`src/rtl/prog_loader.sv`:
```
// Byte-stream loader for the instruction memory: packs {HI,LO} byte pairs into words and holds the core while loading.
// Optional feature macro CHECKSUM_EN adds a trailing XOR checksum byte over LEN and all HI/LO bytes.
module prog_loader #(
  parameter int ADDR_W = 5,
  parameter int INST_W = 13,
  parameter int DEPTH  = 32
) (
  input  logic                clk,
  input  logic                reset,
  input  logic                start,
  input  logic [7:0]          byte_in,
  input  logic                byte_valid,
  output logic                byte_ready,
  output logic                imem_we,
  output logic [ADDR_W-1:0]   imem_addr,
  output logic [INST_W-1:0]   imem_wdata,
  output logic                cpu_hold,
  output logic                busy,
  output logic                done,
  output logic                err,
  output logic [ADDR_W:0]     word_count
);

  localparam int HI_W = INST_W - 8;
  localparam logic [8:0] DEPTH_C = 9'(DEPTH);

  typedef enum logic [2:0] {
    S_IDLE,
    S_LEN,
    S_HI,
    S_LO,
    S_WRITE,
`ifdef CHECKSUM_EN
    S_CHK,
`endif
    S_DONE,
    S_ERR
  } state_t;

  state_t state_q, state_d;
  logic [ADDR_W:0] len_q, len_d;
  logic [ADDR_W:0] count_q, count_d;
  logic [ADDR_W:0] count_inc;
  logic [HI_W-1:0] hi_q, hi_d;
  logic [7:0]      lo_q, lo_d;
  logic            xfer;

  // A byte moves only on valid && ready; ready is a pure function of state.
  always_comb begin
    byte_ready = (state_q == S_LEN) || (state_q == S_HI) || (state_q == S_LO)
`ifdef CHECKSUM_EN
                 || (state_q == S_CHK)
`endif
                 ;
  end

  assign xfer       = byte_valid && byte_ready;
  assign count_inc  = count_q + 1'b1;
  assign imem_we    = (state_q == S_WRITE);
  assign imem_addr  = count_q[ADDR_W-1:0];
  assign imem_wdata = {hi_q, lo_q};
  assign word_count = count_q;
  assign done       = (state_q == S_DONE);
  assign err        = (state_q == S_ERR);
  assign busy       = !((state_q == S_IDLE) || (state_q == S_DONE) || (state_q == S_ERR));
  // ERR keeps the core held so a partial image never runs.
  assign cpu_hold   = busy || (state_q == S_ERR);

`ifdef CHECKSUM_EN
  logic [7:0] xor_q, xor_d;

  always_comb begin
    xor_d = xor_q;
    if (xfer) begin
      case (state_q)
        S_LEN:      xor_d = byte_in;
        S_HI, S_LO: xor_d = xor_q ^ byte_in;
        default:    xor_d = xor_q;
      endcase
    end
  end

  always_ff @(posedge clk or negedge reset) begin
    if (!reset) xor_q <= '0;
    else        xor_q <= xor_d;
  end
`endif

  always_comb begin
    state_d = state_q;
    len_d   = len_q;
    count_d = count_q;
    hi_d    = hi_q;
    lo_d    = lo_q;
    case (state_q)
      S_IDLE, S_DONE, S_ERR: begin
        if (start) begin
          state_d = S_LEN;
          count_d = '0;
        end
      end
      S_LEN: begin
        if (xfer) begin
          if ((byte_in == 8'd0) || ({1'b0, byte_in} > DEPTH_C)) begin
            state_d = S_ERR;
          end else begin
            len_d   = byte_in[ADDR_W:0];
            state_d = S_HI;
          end
        end
      end
      S_HI: begin
        if (xfer) begin
          if (|byte_in[7:HI_W]) begin
            state_d = S_ERR;
          end else begin
            hi_d    = byte_in[HI_W-1:0];
            state_d = S_LO;
          end
        end
      end
      S_LO: begin
        if (xfer) begin
          lo_d    = byte_in;
          state_d = S_WRITE;
        end
      end
      S_WRITE: begin
        count_d = count_inc;
        if (count_inc == len_q) begin
`ifdef CHECKSUM_EN
          state_d = S_CHK;
`else
          state_d = S_DONE;
`endif
        end else begin
          state_d = S_HI;
        end
      end
`ifdef CHECKSUM_EN
      S_CHK: begin
        if (xfer) state_d = (byte_in == xor_q) ? S_DONE : S_ERR;
      end
`endif
      default: state_d = S_IDLE;
    endcase
  end

  always_ff @(posedge clk or negedge reset) begin
    if (!reset) begin
      state_q <= S_IDLE;
      len_q   <= '0;
      count_q <= '0;
      hi_q    <= '0;
      lo_q    <= '0;
    end else begin
      state_q <= state_d;
      len_q   <= len_d;
      count_q <= count_d;
      hi_q    <= hi_d;
      lo_q    <= lo_d;
    end
  end

endmodule

```
`config.mk`:
```
export PLATFORM = sky130hd
export DESIGN_NAME = prog_loader
export DESIGN_NICKNAME = d
export VERILOG_FILES = /design/src/rtl/prog_loader.sv
export SDC_FILE = /design/constraint.sdc
export NUM_CORES = 1
export LEC_CHECK = 0
export CORE_ASPECT_RATIO = 1.25
export CORE_UTILIZATION = 51
export DETAILED_ROUTE_END_ITERATION = 12
export PLACE_DENSITY_LB_ADDON = 0.15
export SETUP_SLACK_MARGIN = 0.15
export SYNTH_ARGS = -nofsm -noshare
export SYNTH_HDL_FRONTEND = slang
export SYNTH_SLANG_ARGS = --single-unit
```
`constraint.sdc`:
```
create_clock -name clk -period 4.6 [get_ports clk]
set_input_delay 0.92 -clock clk [delete_from_list [all_inputs] [get_ports clk]]
set_output_delay 0.92 -clock clk [all_outputs]
set_load 0.05 [all_outputs]
```
# Word level (Yosys, flattened, before mapping)
# Index checks and enable logic that the tools add are counted.
classes:
  n_addsub: 1
  mul: 0
  div: 0
  order_cmp: 1
  eq_ne: 11
  shifts: 0
  n_mux: 10
  bitwise: 2
  reduce_logical: 18
op_table:
  columns: ["op", "count"]
  rows:
  - ["$mux 3", 7]
  - ["$pmux 3 s5", 1]
  - ["$pmux 6 s2", 1]
  - ["$eq 3x3->1 const B", 3]
  - ["$gt 8x6->1 const B", 1]
  - ["$logic_not 8->1", 1]
  - ["$ne 2x2->1 const B", 4]
  - ["$add 6x1->6 const B", 1]
  - ["$eq 3x2->1 const B", 2]
  - ["$eq 6x6->1", 1]
  - ["$logic_or 1x1->1", 6]
  - ["$mux 6", 1]
  - ["$reduce_and 3->1", 2]
  - ["$reduce_or 3->1", 2]
  - ["$reduce_and 2->1", 2]
  - ["$reduce_and 4->1", 1]
  - ["$eq 3x1->1 const B", 1]
  - ["$logic_not 3->1", 1]
  - ["$not 1->1", 2]
  - ["$reduce_bool 2->1", 1]
  - ["$logic_and 1x1->1", 1]
  - ["$logic_not 1->1", 1]
totals:
  register_bits: 28
  latchBits: 0
  mem_bits_rw: 0
  rom_bits: 0
  out_inout_bits: 30
  elab_cells: 48
  mem_count: 0

# Depth between registers and ports, before layout
# Gate-level depths: netlist (run 1).
logic_depth:
  word_depth: 6
  depth_mapped: 6
  ltp_nobuf: 6

# Worst setup path after synthesis (run 1)
# Ideal clock, no wire load.
synth_timing:
  kind: "register to output"
  from: "register state_q[0]"
  to: "output busy"
  t_arrival_ns: 2.020
  t_required_ns: 3.680
  setup_slack_ns: 1.660
  path_stages_with_launch: 6
  cell_sequence: "dfrtp_1 > buf_2 > clkinv_1 > nor2_1 > or3_1 > nor2b_1"
synth_between:
  elab_chain_cells: 4
synth_lines:
  columns: ["item", "line", "text"]
  rows:
  - ["from (decl)", "40", "state_t state_q, state_d;"]
  - ["from (signal assigned)", "157", "state_q <= state_d;"]
  - ["$eq 3x3->1 or $logic_not 3->1 (tied branches)", "65", "assign busy = !((state_q == S_IDLE) || (state_q == S_DONE) || (state_q == S_ERR));"]
  - ["$logic_or 1x1->1", "65", null]
  - ["$logic_or 1x1->1 (*)", "65", null]
  - ["$logic_not 1->1 (*)", "65", null]
  - ["to (decl)", "18", "output logic busy,"]
# Mark *: on every way between the ends. The rest lies on a longest branch, timed or not.

# Worst setup path in the final report (run 1)
# Ends and elaborated chain as after synthesis.

==> results of run 1 <==
[metrics by stage]
stage	util, %	power (W)
floorplan	-	0.000998
global placement	70.3	0.00122
detailed placement	70.3	0.00124
CTS	72.2	0.00141
global route	72.2	0.00147
finish	72.2	0.00140
[power by group]
| group | total, W | switching [W] | internal [W] |
|---|---|---|---|
| logic | 0.000802 | 0.000498 | 0.000303 |
| registers | 0.000435 | 0.000100 | 0.000335 |
| clock network | 0.000162 | 0.0000738 | 0.0000881 |
| total | 0.00140 | 0.000672 | 0.000726 |
[worst max path at each step]
stage,from,endpoint,slack (ps),depth (start not counted)
after floorplan,state_q[0],busy,1660,5
after global placement,state_q[0],busy,1630,5
after detailed placement,state_q[0],busy,1600,5
after CTS,state_q[0],busy,1200,5
after global routing,state_q[0],busy,1080,5
final,state_q[0],busy,1210,5
[registers in the layout, indices dropped and copies added (netlist names)]
| name | flops |
|---|---|
| len_q | 6 |
| hi_q | 5 |
| word_count | 6 |
| lo_q | 8 |
| state_q | 3 |
[cell usage after synthesis (all sizes together)]
library cell  count  area share, %
a211oi            2           0.98
a21boi            2           0.98
a21oi             9            2.9
a221o             1           0.65
a22o              2            1.1
a31oi             2           0.82
a32oi             1           0.57
a41oi             2            1.1
and2              1           0.41
and3              1           0.41
and3b             1           0.57
buf               8            3.3
clkbuf            1           0.24
clkinv            1           0.24
dfrtp            28             46
ha                1           0.82
inv               4           0.98
mux2             17             12
mux4              1            1.5
nand2            14            3.4
nand2b            2           0.82
nand3             3           0.98
nand4             1           0.41
nor2             10            3.1
nor2b             3            1.2
nor3              5            1.6
nor3b             1           0.49
nor4              1           0.41
o211ai            3            1.5
o21ai             6            2.0
o221a             1           0.73
o22ai             1           0.41
o2bb2ai           1           0.57
o31ai             1           0.49
or3               1           0.41
or4               1           0.49
xnor2             6            3.4
xor2              3            1.7
[cells by family (layout without fill, tap and decap cells)]
logic type,after synthesis,count (layout)
AO/OA/AOI/OAI,34,34
XOR/XNOR,9,9
adder cells (fa/ha/maj),1,1
buffers and inverters,14,51
flip-flops,28,28
multiplexers,18,18
AND/OR/NAND/NOR,45,45
[layer usage]
metal	GRT usage, %	wire [um]	vias to the layer above
met4	7.64	60	0
met2	42.1	1820	48
met1	29.4	1400	605
met3	3.62	151	6
li1	-	-	606
met5	0	0	-
[critical path, cell delays in order (launching register included)]
cell and delay, ps:
dfrtp_1 560, clkinv_1 330, nor2_1 210, or3_1 130
nor2b_1 120, clkdlybuf4s50_1 800
[layout make-up]
cell class                      count  area (um2)  area share [%]
Clock buffer                        3        22.5            1.13
Sequential cell                    28         701            35.2
Multi-Input combinational cell    107         759            38.1
Tap cell                           34        42.5            2.14
Clock inverter                      1        30.0            1.51
Timing Repair Buffer               42         418            21.0
Inverter                            5        18.8           0.942
==> impl_metrics.toml, run 1 <==
[setup_path]
r2r_setup_slack_ps = 2600
arrival_ps = 2470
crit_path_end_kind = "primary output"
worstSetupPathType = "reg2out"
rr_startpoint = "state_q[0]"
r2r-end = "hi_q[2]"
reg2regPathDepth = 4
cp_max_fo = 10
required_ps = 3680
start_kind = "flip-flop"

[logic_synthesis]
synthSimpleGateAreaFrac_pct = 14.8
syn_area_um2 = 1530
netlist_instances = 149
post_synth_mux_area_share_pct = 13.9
yosysWarnings = 0
synthDistinctLibCells = 42
ys_seq_elements = 28
synth_top_family_by_area = "compound AO/OA/AOI/OAI gates"
synth_compound_area_share_pct = 14.8
syn_avg_cell_area_um2 = 10.3
synthXorXnorAreaFrac_pct = 5.14
yosys.area_share.adder_pct = 0.816
yosysSeqAreaShare_pct = 45.7
syn_nets = 162

[place]
post-place-ws_ps = 1600
placed_cells = 216
io_buffers = 41
place.gp.congestion = 0.862
place_hpwl_um = 2600
dpl_cell_area_um2 = 1940

[clocking]
clock_sinks = 28
cts_setup_buffers = 0
clk_latency_ps = 320
cts-root-buf = "clkbuf_4"
cts_buffers = 3
cts.clk_slew.worst_paths_ps = 150
cts_resized = 0
cts_buffer_depth = 2
ctsHtreeMaxLevel = 1
cts_tree = "built"
cts_hold_buf = 0

[outcome]
run_status = "complete, no violations"

[finish]
nFillCells = 209
final_cell_mix = "clkdlybuf4s50_1 (41), dfrtp_1 (28), mux2_2 (17)"
fin_area_um2 = 1990
layout_commonest_cell = "clkdlybuf4s50_1"
diodes = 0
drive_gt1_share_pct = 14.0
finalNetCount = 200
area_delta_synth_final_pct = 29.9
stdcell_count = 220

[grt]
first_global_vias = 1234
antenna_found_initial = 0
gr-usage-all-layers_pct = 24.0
overflow = 0
grt_pass1_wl_um = 5800
grt_start_max_net_pins = 20

[sta]
fin_ws_ps = 1210
finalCritPeriodShare_pct = 73.8
whs_ps = 512
worst_pin_slew_ps = 740
maxSlewViolCount = 0
rsz0062_at_grt = "false"
tns_ps = 0
finClkSkew_ps = 2.94
max_freq_mhz = 295
setup_viol = 0
max_slew_margin_pct = 50.3
hold_viol = 0
min_period_ps = 3390

[worst_hold_path]
holdPathEnd = "lo_q[5]"
worstHoldStart = "lo_q[5]"
holdPathStages = 2
hold_path.class = "reg2reg"

[route]
firstDrtPassIters = 4
avgViaCountPerCell = 5.75
routedWlPerCell_um = 15.6
drt_iter0_markers = 27
drc = 0
drtAntennaViolNets = 0
routed_wl_um = 3430
num_vias = 1265

[die]
pin_count = 42
dieArea_um2 = 3230
row_count = 21
coreArea_um2 = 2760
die_height_um = 63.3
die_w_um = 51.1
initial_core_util_pct = 55.6

[run]
maxCapViolations = 0

[power]
powerDensity_nw_per_um2 = 702
power.leakage_nw = 0.823
ir_worst_vdd_v = 0.000573
Note: power is estimated with default switching activity, not from simulation.
==> inputs of run 2 (changes only) <==
CORE_UTILIZATION = 48   (was 51)
clock period = 3.4 ns   (was 4.6 ns; I/O delays follow)
==> run 2 against run 1 <==
Against the previous run: design area decreased by 0.19%; routed wire length increased by 0.47%; worst hold slack got worse by 5.1 ps; global-route usage decreased by 1.2 points; non-clock buffer count increased by 1; count of clock-buffer cells in the layout increased by 1; largest cell class unchanged; largest power group unchanged.
==> impl_metrics.toml, run 2 (synthesized netlist as in run 1, its figures left out) <==
[sta]
min_period_ps = 3010
finalCritPeriodShare_pct = 88.4
rsz0062_at_grt = "false"
maxSlewViolCount = 0
max_slew_margin_pct = 63.3
setup_viol = 0
finClkSkew_ps = 1.76
hold_viol = 0
worst_pin_slew_ps = 550
tns_ps = 0
max_freq_mhz = 333

[finish]
multiInputGateArea_um2 = 759
area_delta_synth_final_pct = 29.6
largest_register_ffs = 8
nFillCells = 240
fin_area_um2 = 1990
final_cell_mix = "clkdlybuf4s50_1 (40), dfrtp_1 (28), mux2_2 (17)"
regMostFlops = "lo_q"
layout_commonest_cell = "clkdlybuf4s50_1"
diodes = 0
drive_gt1_share_pct = 14.4
finalNetCount = 201
register_area_um2 = 701

[setup_path]
cp_cell_sequence = "clkinv_1 > nor2_1 > or3_1 > clkdlybuf4s50_1"
critPathBufInv = 2
arrival_ps = 2330
start_kind = "flip-flop"
required_ps = 2720
cpPeakStageDelay_ps = 790
rr_startpoint = "state_q[1]"
crit_path_end_kind = "primary output"
crit_start = "state_q[0]"
cp_max_fo = 10
path_depth = 4
worstSetupPathType = "reg2out"
cpMaxStageDelayCell = "clkdlybuf4s50_1"
path_delay_family = "buffers and inverters"
reg2regPathDepth = 4

[power]
power.leakage_nw = 0.829
powerDensity_nw_per_um2 = 918
power_frac_comb_pct = 59.2
p_int_w = 0.000928
power.share.clock_pct = 8.7
ir_worst_vdd_v = 0.000698
netSwitchingFraction_pct = 49.2
seqPwrFrac_pct = 32.1
p_sw_w = 0.000898

[route]
routed_wl_um = 3440
drc = 0
drtAntennaViolNets = 0
firstDrtPassIters = 4
avgViaCountPerCell = 5.84
drt_iter0_markers = 33
num_vias = 1302
routedWlPerCell_um = 15.4

[clocking]
cts_buffer_depth = 2
cts.clk_slew.worst_paths_ps = 140
cts-root-buf = "clkbuf_4"
clock_sinks = 28
cts_setup_buffers = 0
clk_latency_ps = 320
cts_buffers = 3
ctsHtreeMaxLevel = 1
cts_tree = "built"

[grt]
grt_pass1_wl_um = 5900
gr-usage-all-layers_pct = 22.8
first_global_vias = 1321
antenna_found_initial = 0
overflow = 0
grt_start_max_net_pins = 29

[worst_hold_path]
hold_path.class = "reg2reg"
holdPathStages = 2
worstHoldStart = "lo_q[5]"

[die]
die_w_um = 52.6
initial_core_util_pct = 51.1
row_count = 22
pin_count = 42
die_height_um = 65.2
dieArea_um2 = 3430
coreArea_um2 = 3000

[place]
place_hpwl_um = 2650
dpl_cell_area_um2 = 1950
place.gp.congestion = 0.894
io_buffers = 41

[run]
maxCapViolations = 0

[outcome]
run_status = "complete, no violations"
-- run 2: final timing paths --
kind,end,slack [ps]
max reg2reg,len_q[3],1400
min,lo_q[5],510
max in group asynchronous,len_q[4],2430
max,cpu_hold,390
min reg2reg,lo_q[5],510
min in group asynchronous,word_count[2],710
-- run 2: power groups by stage --
stage / clock network (W) / logic, W / registers (W)
final: 0.000159 / 0.00108 / 0.000585
after global routing: 0.000181 / 0.00114 / 0.000605
after CTS: 0.000165 / 0.00109 / 0.000584
after detailed placement: 0 / 0.00108 / 0.000590
after global placement: 0 / 0.00107 / 0.000582
after floorplan: 0 / 0.000553 / 0.000797
-- run 2: per-stage QoR --
stage	power [W]	setup slack (ps)	util (%)	hold slack, ps	std cells
CTS	0.00184	274	66.2	508	223
global placement	0.00165	724	65.0	463	219
finish	0.00183	393	66.3	507	223
detailed placement	0.00167	656	65.0	480	219
floorplan	0.00135	700	-	384	149
global route	0.00193	223	66.3	538	223
-- run 2: area by class of cell --
cell class | instances | area share [%]
repair buffers | 43 | 21.5
well taps | 36 | 2.27
flip-flops and latches | 28 | 35.2
inverters | 5 | 0.944
clock buffers | 4 | 1.83
multi-input cells | 107 | 38.2
-- run 2: worst register-to-register path, stage by stage (launching register included) --
cell	delay [ps]
dfrtp_1	610
nor3_1	540
nand2_1	200
nor2_4	210
mux2_2	360
-- run 2: metal layers --
| layer | part of all wire (%) | routed length, um | vias to the layer above | GRT usage (%) |
|---|---|---|---|---|
| li1 | - | - | 615 | - |
| met1 | 39 | 1330 | 625 | 27.3 |
| met2 | 53 | 1830 | 56 | 37.7 |
| met3 | 6.7 | 231 | 6 | 6.94 |
| met4 | 1.7 | 57 | 0 | 8.22 |
| met5 | 0 | 0 | - | 0 |
-- run 2: repair_timing --
action | CTS | global route
hold endpoints to repair | 0 | 0
hold buffers | 0 | 0
resized for setup | 0 | 1
endpoints found under the setup margin | 0 | 1
==> inputs of run 3 (changes only) <==
SETUP_SLACK_MARGIN = 0.2   (was 0.15)
==> results of run 3 <==
The final DEF is identical to that of run 2; final timing and power are the same.
